File: src/rtl/ula_pkg.sv
// Shared types and constants for the ULA operand entry path: FSM state codes,
// opcode encodings and the opcode legality rule.
package ula_pkg;

   typedef enum logic [1:0] {
      S_A    = 2'd0,
      S_B    = 2'd1,
      S_OP   = 2'd2,
      S_SHOW = 2'd3
   } state_t;

   localparam logic [2:0] OP_AND  = 3'd0;
   localparam logic [2:0] OP_OR   = 3'd1;
   localparam logic [2:0] OP_ADD  = 3'd2;
   localparam logic [2:0] OP_SUB  = 3'd3;
   localparam logic [2:0] OP_MUL  = 3'd4;
   localparam logic [2:0] OP_DIV  = 3'd5;
   localparam logic [2:0] OP_LAST = 3'd5;

   // Codes above OP_LAST and divide-by-zero never reach the ULA.
   function automatic logic op_legal(input logic [2:0] op, input logic [3:0] b);
      return (op <= OP_LAST) && !((op == OP_DIV) && (b == 4'd0));
   endfunction

endpackage

File: src/rtl/ula_debounce.sv
// ENTER conditioning: 2-flop synchronizer, optional debounce counter
// (ULA_LOADER_DEBOUNCE_EN) and a registered one-cycle rising-edge press pulse.
module ula_debounce #(
   parameter int DEBOUNCE_CYCLES = 500000
) (
   input  logic clk,
   input  logic rst,
   input  logic btn_raw,
   output logic press
);

   if (DEBOUNCE_CYCLES < 2) begin : g_bad_cfg
      $error("ula_debounce: DEBOUNCE_CYCLES must be at least 2");
   end

   logic sync1_q, sync2_q;
   logic stable_q, stable_d;
   logic press_q, press_d;

`ifdef ULA_LOADER_DEBOUNCE_EN
   localparam int CW = $clog2(DEBOUNCE_CYCLES);
   localparam logic [CW-1:0] CNT_LAST = CW'(DEBOUNCE_CYCLES - 1);

   logic [CW-1:0] cnt_q, cnt_d;

   // Any cycle where the input agrees with the stable level restarts the count.
   always_comb begin
      stable_d = stable_q;
      cnt_d    = '0;
      if (sync2_q != stable_q) begin
         if (cnt_q == CNT_LAST) begin
            stable_d = ~stable_q;
         end else begin
            cnt_d = cnt_q + 1'b1;
         end
      end
   end

   always_ff @(posedge clk or posedge rst) begin
      if (rst) begin
         cnt_q <= '0;
      end else begin
         cnt_q <= cnt_d;
      end
   end
`else
   always_comb begin
      stable_d = sync2_q;
   end
`endif

   always_comb begin
      press_d = stable_d & ~stable_q;
   end

   always_ff @(posedge clk or posedge rst) begin
      if (rst) begin
         sync1_q  <= 1'b0;
         sync2_q  <= 1'b0;
         stable_q <= 1'b0;
         press_q  <= 1'b0;
      end else begin
         sync1_q  <= btn_raw;
         sync2_q  <= sync1_q;
         stable_q <= stable_d;
         press_q  <= press_d;
      end
   end

   assign press = press_q;

endmodule

File: src/rtl/ula_operand_loader.sv
// Captures A, B and opcode from shared switches over successive ENTER presses
// and holds them for the ULA. Debounce is built only with ULA_LOADER_DEBOUNCE_EN.
module ula_operand_loader
   import ula_pkg::*;
#(
   parameter int DEBOUNCE_CYCLES = 500000
) (
   input  logic       clk,
   input  logic       rst,
   input  logic [3:0] sw,
   input  logic       btn_enter,
   input  logic       btn_clear,
   output logic [3:0] a_out,
   output logic [3:0] b_out,
   output logic [2:0] sel_out,
   output logic       operands_valid,
   output logic [1:0] stage,
   output logic       op_err
);

   logic   press;
   logic   clr_sync1_q, clr_sync2_q;
   state_t state_q, state_d;
   logic [3:0] a_q, a_d;
   logic [3:0] b_q, b_d;
   logic [2:0] sel_q, sel_d;
   logic       valid_q, valid_d;
   logic       op_err_q, op_err_d;
   logic       op_ok;

   ula_debounce #(
      .DEBOUNCE_CYCLES (DEBOUNCE_CYCLES)
   ) u_enter (
      .clk     (clk),
      .rst     (rst),
      .btn_raw (btn_enter),
      .press   (press)
   );

   always_ff @(posedge clk or posedge rst) begin
      if (rst) begin
         clr_sync1_q <= 1'b0;
         clr_sync2_q <= 1'b0;
      end else begin
         clr_sync1_q <= btn_clear;
         clr_sync2_q <= clr_sync1_q;
      end
   end

   assign op_ok = op_legal(sw[2:0], b_q);

   // State and output registers.
   always_ff @(posedge clk or posedge rst) begin
      if (rst) begin
         state_q  <= S_A;
         a_q      <= '0;
         b_q      <= '0;
         sel_q    <= '0;
         valid_q  <= 1'b0;
         op_err_q <= 1'b0;
      end else begin
         state_q  <= state_d;
         a_q      <= a_d;
         b_q      <= b_d;
         sel_q    <= sel_d;
         valid_q  <= valid_d;
         op_err_q <= op_err_d;
      end
   end

   // Next state; CLEAR wins over a same-cycle press.
   always_comb begin
      state_d = state_q;
      if (clr_sync2_q) begin
         state_d = S_A;
      end else if (press) begin
         case (state_q)
            S_A:     state_d = S_B;
            S_B:     state_d = S_OP;
            S_OP:    state_d = op_ok ? S_SHOW : S_OP;
            S_SHOW:  state_d = S_A;
            default: state_d = S_A;
         endcase
      end
   end

   // Field capture; leaving SHOW keeps the fields so the display stays put.
   always_comb begin
      a_d      = a_q;
      b_d      = b_q;
      sel_d    = sel_q;
      op_err_d = 1'b0;
      if (clr_sync2_q) begin
         a_d   = '0;
         b_d   = '0;
         sel_d = '0;
      end else if (press) begin
         case (state_q)
            S_A: a_d = sw;
            S_B: b_d = sw;
            S_OP: begin
               if (op_ok) begin
                  sel_d = sw[2:0];
               end else begin
                  op_err_d = 1'b1;
               end
            end
            default: ;
         endcase
      end
      valid_d = (state_d == S_SHOW);
   end

   assign a_out          = a_q;
   assign b_out          = b_q;
   assign sel_out        = sel_q;
   assign operands_valid = valid_q;
   assign stage          = state_q;
   assign op_err         = op_err_q;

endmodule
File: config.mk
export PLATFORM = sky130hd
export DESIGN_NAME = ula_operand_loader
export DESIGN_NICKNAME = d
export VERILOG_FILES = /design/src/rtl/ula_pkg.sv /design/src/rtl/ula_debounce.sv /design/src/rtl/ula_operand_loader.sv
export SDC_FILE = /design/constraint.sdc
export NUM_CORES = 1
export LEC_CHECK = 0
export ABC_AREA = 1
export CORE_MARGIN = 3
export CORE_UTILIZATION = 47
export CTS_BUF_LIST = sky130_fd_sc_hd__clkbuf_16
export DETAILED_ROUTE_END_ITERATION = 8
export PLACE_DENSITY = 0.78
export SLEW_MARGIN = 15
export SYNTH_ARGS = -nofsm -noshare
export SYNTH_HDL_FRONTEND = slang
export SYNTH_SLANG_ARGS = --single-unit
File: constraint.sdc
create_clock -name clk -period 1.7 [get_ports clk]
set_input_delay 0.34 -clock clk [delete_from_list [all_inputs] [get_ports clk]]
set_output_delay 0.34 -clock clk [all_outputs]
set_load 0.01 [all_outputs]
; Yosys cells after proc, flatten, opt, wreduce, memory -nomap -nowiden
; Index checks and enable logic that the tools add are counted.
[classes]
reduce_logical = 13
eq_ne = 5
bitwise_logic = 2
n_lt_le_gt_ge = 1
n_mux = 18
[ops]
columns = cell, n
row1 = $mux W4, 6
row2 = $mux W3, 4
row3 = $reduce_bool A2 Y1, 5
row4 = $pmux W2 S4, 1
row5 = $eq A2 B2 Y1 const B, 3
row6 = $mux W1, 5
row7 = $logic_not A4 Y1, 1
row8 = $mux W2, 2
row9 = $reduce_and A2 Y1, 2
row10 = $eq A3 B3 Y1 const B, 1
row11 = $le A3 B3 Y1 const B, 1
row12 = $reduce_and A3 Y1, 1
row13 = $eq A2 B1 Y1 const B, 1
row14 = $logic_and A1 B1 Y1, 2
row15 = $logic_not A2 Y1, 1
row16 = $and A1 B1 Y1, 1
row17 = $logic_not A1 Y1, 1
row18 = $not A1 Y1, 1
[totals]
in_bits = 8
register_bits = 21
out_inout_bits = 15
word_cells = 51

; Longest topological paths before layout
[logic_depth]
ltp_word = 9
depth_mapped = 8
ltp_nobuf = 8

; Hierarchy
; A second synthesis with hierarchy kept.
[hier_totals]
hier_cells = 92
hier_area_um2 = 899.6
[by_module_without_submodules]
columns = module, cells_each, seq_area_each_um2, n_inst, area_each_um2
row1 = ula_operand_loader, 85, 425.4, 1, 785.8
row2 = ula_debounce, 7, 100.1, 1, 113.9

; Worst setup path after synthesis
; No wires, ideal clock.
[synth_path]
kind = reg2reg
from = reg state_q[1], in the netlist stage[1]
to = reg b_q[0], in the netlist b_out[0]
arrival_time_ns = 1.144
t_required_ns = 1.575
n_path_buf = 0
path_stages_with_launch = 6
setup_ns = 0.125
setup_slack_ns = 0.431
synth_period_minus_slack_ns = 1.269
path_cell_list = dfrtp_1 > inv_1 > ha_1 > nand2_1 > nand2_4 > mux2_4
[synth_between]
elab_chain_cells = 3
[synth_rtl]
columns = item, line_no
row1 = from (decl), ula_operand_loader.sv:23  ; state_t state_q, state_d;
row2 = from (signal assigned), ula_operand_loader.sv:62  ; state_q <= state_d;
row3 = $eq A2 B1 Y1, ula_operand_loader.sv:98  ; case (state_q)
row4 = $reduce_bool A2 Y1 (no source line), n/a
row5 = $reduce_and A2 Y1 (no source line), n/a
row6 = to (signal assigned), ula_operand_loader.sv:57  ; b_q <= '0;
row7 = to (signal assigned), ula_operand_loader.sv:64  ; b_q <= b_d;
row8 = to (decl), ula_operand_loader.sv:25  ; logic [3:0] b_q, b_d;
; No other way between the ends.
; A chain may end at the register's enable or synchronous reset.

; Final worst setup path
[layout_path]
from = reg b_q[2], in the netlist b_out[2]
to = out b_out[2]
[layout_lines]
columns = item, line_no
row1 = to (decl), ula_operand_loader.sv:14  ; output logic [3:0] b_out,
; No word-level cell between the ends.

==> reports/qor.txt <==
Dpl cell area: 1190 µm²
Post-synthesis net count: 92
Switching Share: 0.217
HP Class: reg2reg
Largest net degree at the start of global routing: 22
Post-place setup slack: 205 ps
Iter 0 DRT Violations: 11
Gpl congestion: 0.827
Fmax: 665 MHz
Full die area: 2550 µm²
NetSw: 263 µW
GRT busiest layer: met2
TritonCTS Buffers: 3
Rel. slew slack: 0.808
Vias per cell: 4.84
PostCTS Resize Cnt: 0
Clk network pwr share: 0.389
# rows: 15
Skew-Pair Late Insertion Delay: 250 ps
Top cells by instance count after synthesis: dfrtp_1 (21), inv_1 (9), nand2_1 (9), nor2_1 (9), mux2_4 (8)
Count of input and output buffers: 22
Worst Skew: 1.10 ps
Core footprint: 1800 µm²
Delay of the slowest critical-path stage: 550 ps
Fraction of registers with async set/reset: 1.00
Slowest CP cell: clkdlybuf4s50_1
Power Density: 954 nW/µm²
Synth area leaders: dfrtp_1 (57%), mux2_4 (13%), ha_1 (5.4%), nand3_1 (3.8%), inv_1 (3.6%)
Nets: 120
Main flop type after synthesis: dfrtp_1
N_diodes: 0
WL/cell: 12.5 µm
Ports: 23
Initial antenna violation count: 0
Worst EP required: 1360 ps
Final setup viols: 0
DRT antenna net count: 0
Met1 usage: 0.191
Layout area overhead: 36.3%
Final hold viol count: 0
Grt ovf: 0
Critical path startpoint category: register
CTS tree: done
Most frequent cell after synthesis: dfrtp_1
Max-slew violations: 0
Fill cell count: 136
Hold Buf Count CTS: 0
Crit path DAT: 1160 ps
Effective utilization at floorplan: 0.516
Worst vdd ir: 738 µV
MaxCap Viol Count: 0
Internal power: 946 µW
CP Max Fanout: 3
Yosys warnings: 0
# DRC: 0
Critical path buffers and inverters: 1
Top delay family on crit path: buffers and inverters
Comb pwr share: 0.153
Leakage: 0.000620 µW
# H-tree levels: 1
Final setup margin: 196 ps
Die Width: 50.5 µm
CP endpoint kind: output port
First drt pass iteration count: 2
Fin crit period: 1500 ps
Max Root-Sink Buffers: 2
Met2 Usage GRT: 0.241
Mapped cell area: 930 µm²
Post-synthesis sequential area ratio: 0.565
XOR/XNOR share of the synthesized area: 0
Slew @ Worst Pin: 288 ps
Period utilization: 0.885
Setup TNS: 0 ps
Layout cells sized above 1: 0.206
GR Util met3: 0.0386
Synth Area in Simple Gates: 0.153
Clock root cell: clkbuf_16
First-pass GRT wire length: 2.85 mm
Post-synth EDFFs: 0
Mean Syn Cell Area: 11.6 µm²
Setup bufs post-CTS: 0
RSZ-0062 raised after global routing: no
DR vias: 639
Distinct cell type count after synthesis: 16
Final Cell Area: 1270 µm²
Largest family of logic cells by synthesized area: simple AND/OR/NAND/NOR gates
Mux contribution to synthesized area: 0.129
Crit-path cells: clkdlybuf4s50_1
Area share of the largest cell type after synthesis: 0.565
All-Layer GR Usage: 0.151
Reg power frac: 0.458
Die height: 50.5 µm
Synthesized flop and latch total: 21
Status: finished, final reports clean
Post-Route WL: 1.65 mm
Critical path class: reg2out
Dpl hpwl: 1.25 mm
Leading area contributor after synthesis: dfrtp_1
Clock Sinks: 21
Compound-cell area share of the yosys netlist: 0.0511
Clock slew at reported path FFs: 50 ps
Vias in the first global route: 644
Synth Area in Adders: 0.0538
Post-synthesis instance total: 80
[layout by cell type, fill, tap and decap left out, drive strengths merged]
cell type / count
clkbuf: 3
o21ai: 1
ha: 4
inv: 12
clkdlybuf4s50: 22
buf: 1
mux2: 8
a21oi: 4
nor3: 1
nor2: 9
dfrtp: 21
nand3: 7
a21boi: 1
nand2: 13
[flip-flops by register name, indices dropped and copies added (netlist names), 2 cells and up]
name	count
sel_out	3
b_out	4
stage	2
a_out	4
[metrics by stage]
| stage | util | total power (µW) | hold slack [ps] | instances |
|---|---|---|---|---|
| 2_1_floorplan | - | 662 | 317 | 80 |
| 3_3_place_gp | 0.660 | 743 | 334 | 128 |
| 3_5_place_dp | 0.660 | 748 | 336 | 128 |
| 4_1_cts | 0.703 | 1230 | 349 | 132 |
| 5_1_grt | 0.703 | 1270 | 362 | 132 |
| 6_report | 0.703 | 1210 | 346 | 132 |
[final timing paths]
path	start	to	slack (ps)	cells after the start
worst max register to register	stage[0]	a_out[3]	390	5
worst min-delay path	clr_sync1_q	clr_sync2_q	350	0
max in group asynchronous	rst	clr_sync2_q	1070	3
worst min register to register	clr_sync1_q	clr_sync2_q	350	0
min in group asynchronous	rst	sel_out[1]	420	3
worst max-delay path	b_out[2]	b_out[2]	200	1
[power groups by stage]
stage                     sequential, µW  clock, µW  combinational [µW]
after global placement               560          0                 183
final                                553        471                 185
after CTS                            554        484                 188
after detailed placement             562          0                 185
after global routing                 558        509                 200
after floorplan                      570          0                92.3
[kinds of logic (layout without fill, tap and decap cells)]
| group | after synthesis | in the layout |
|---|---|---|
| flops | 21 | 21 |
| mux | 8 | 8 |
| simple gates | 30 | 30 |
| fa+ha+maj | 4 | 4 |
| compound gates | 6 | 6 |
| buf+inv | 11 | 38 |
[layer usage]
metal | share of wire | wire length (µm)
met1 | 0.45 | 734
met2 | 0.48 | 797
met3 | 0.047 | 78
met4 | 0.022 | 36
met5 | 0 | 0
[layout make-up]
cell class | instances | area [µm²] | share of cell area
clock buffers | 3 | 75.1 | 0.0592
well taps | 25 | 31.3 | 0.0247
inverters | 11 | 43.8 | 0.0346
multi-input cells | 48 | 360 | 0.284
repair buffers | 23 | 228 | 0.180
flip-flops and latches | 21 | 526 | 0.415
clock inverters | 1 | 3.75 | 0.00296
No activity file was read; power rests on OpenSTA's default activity.
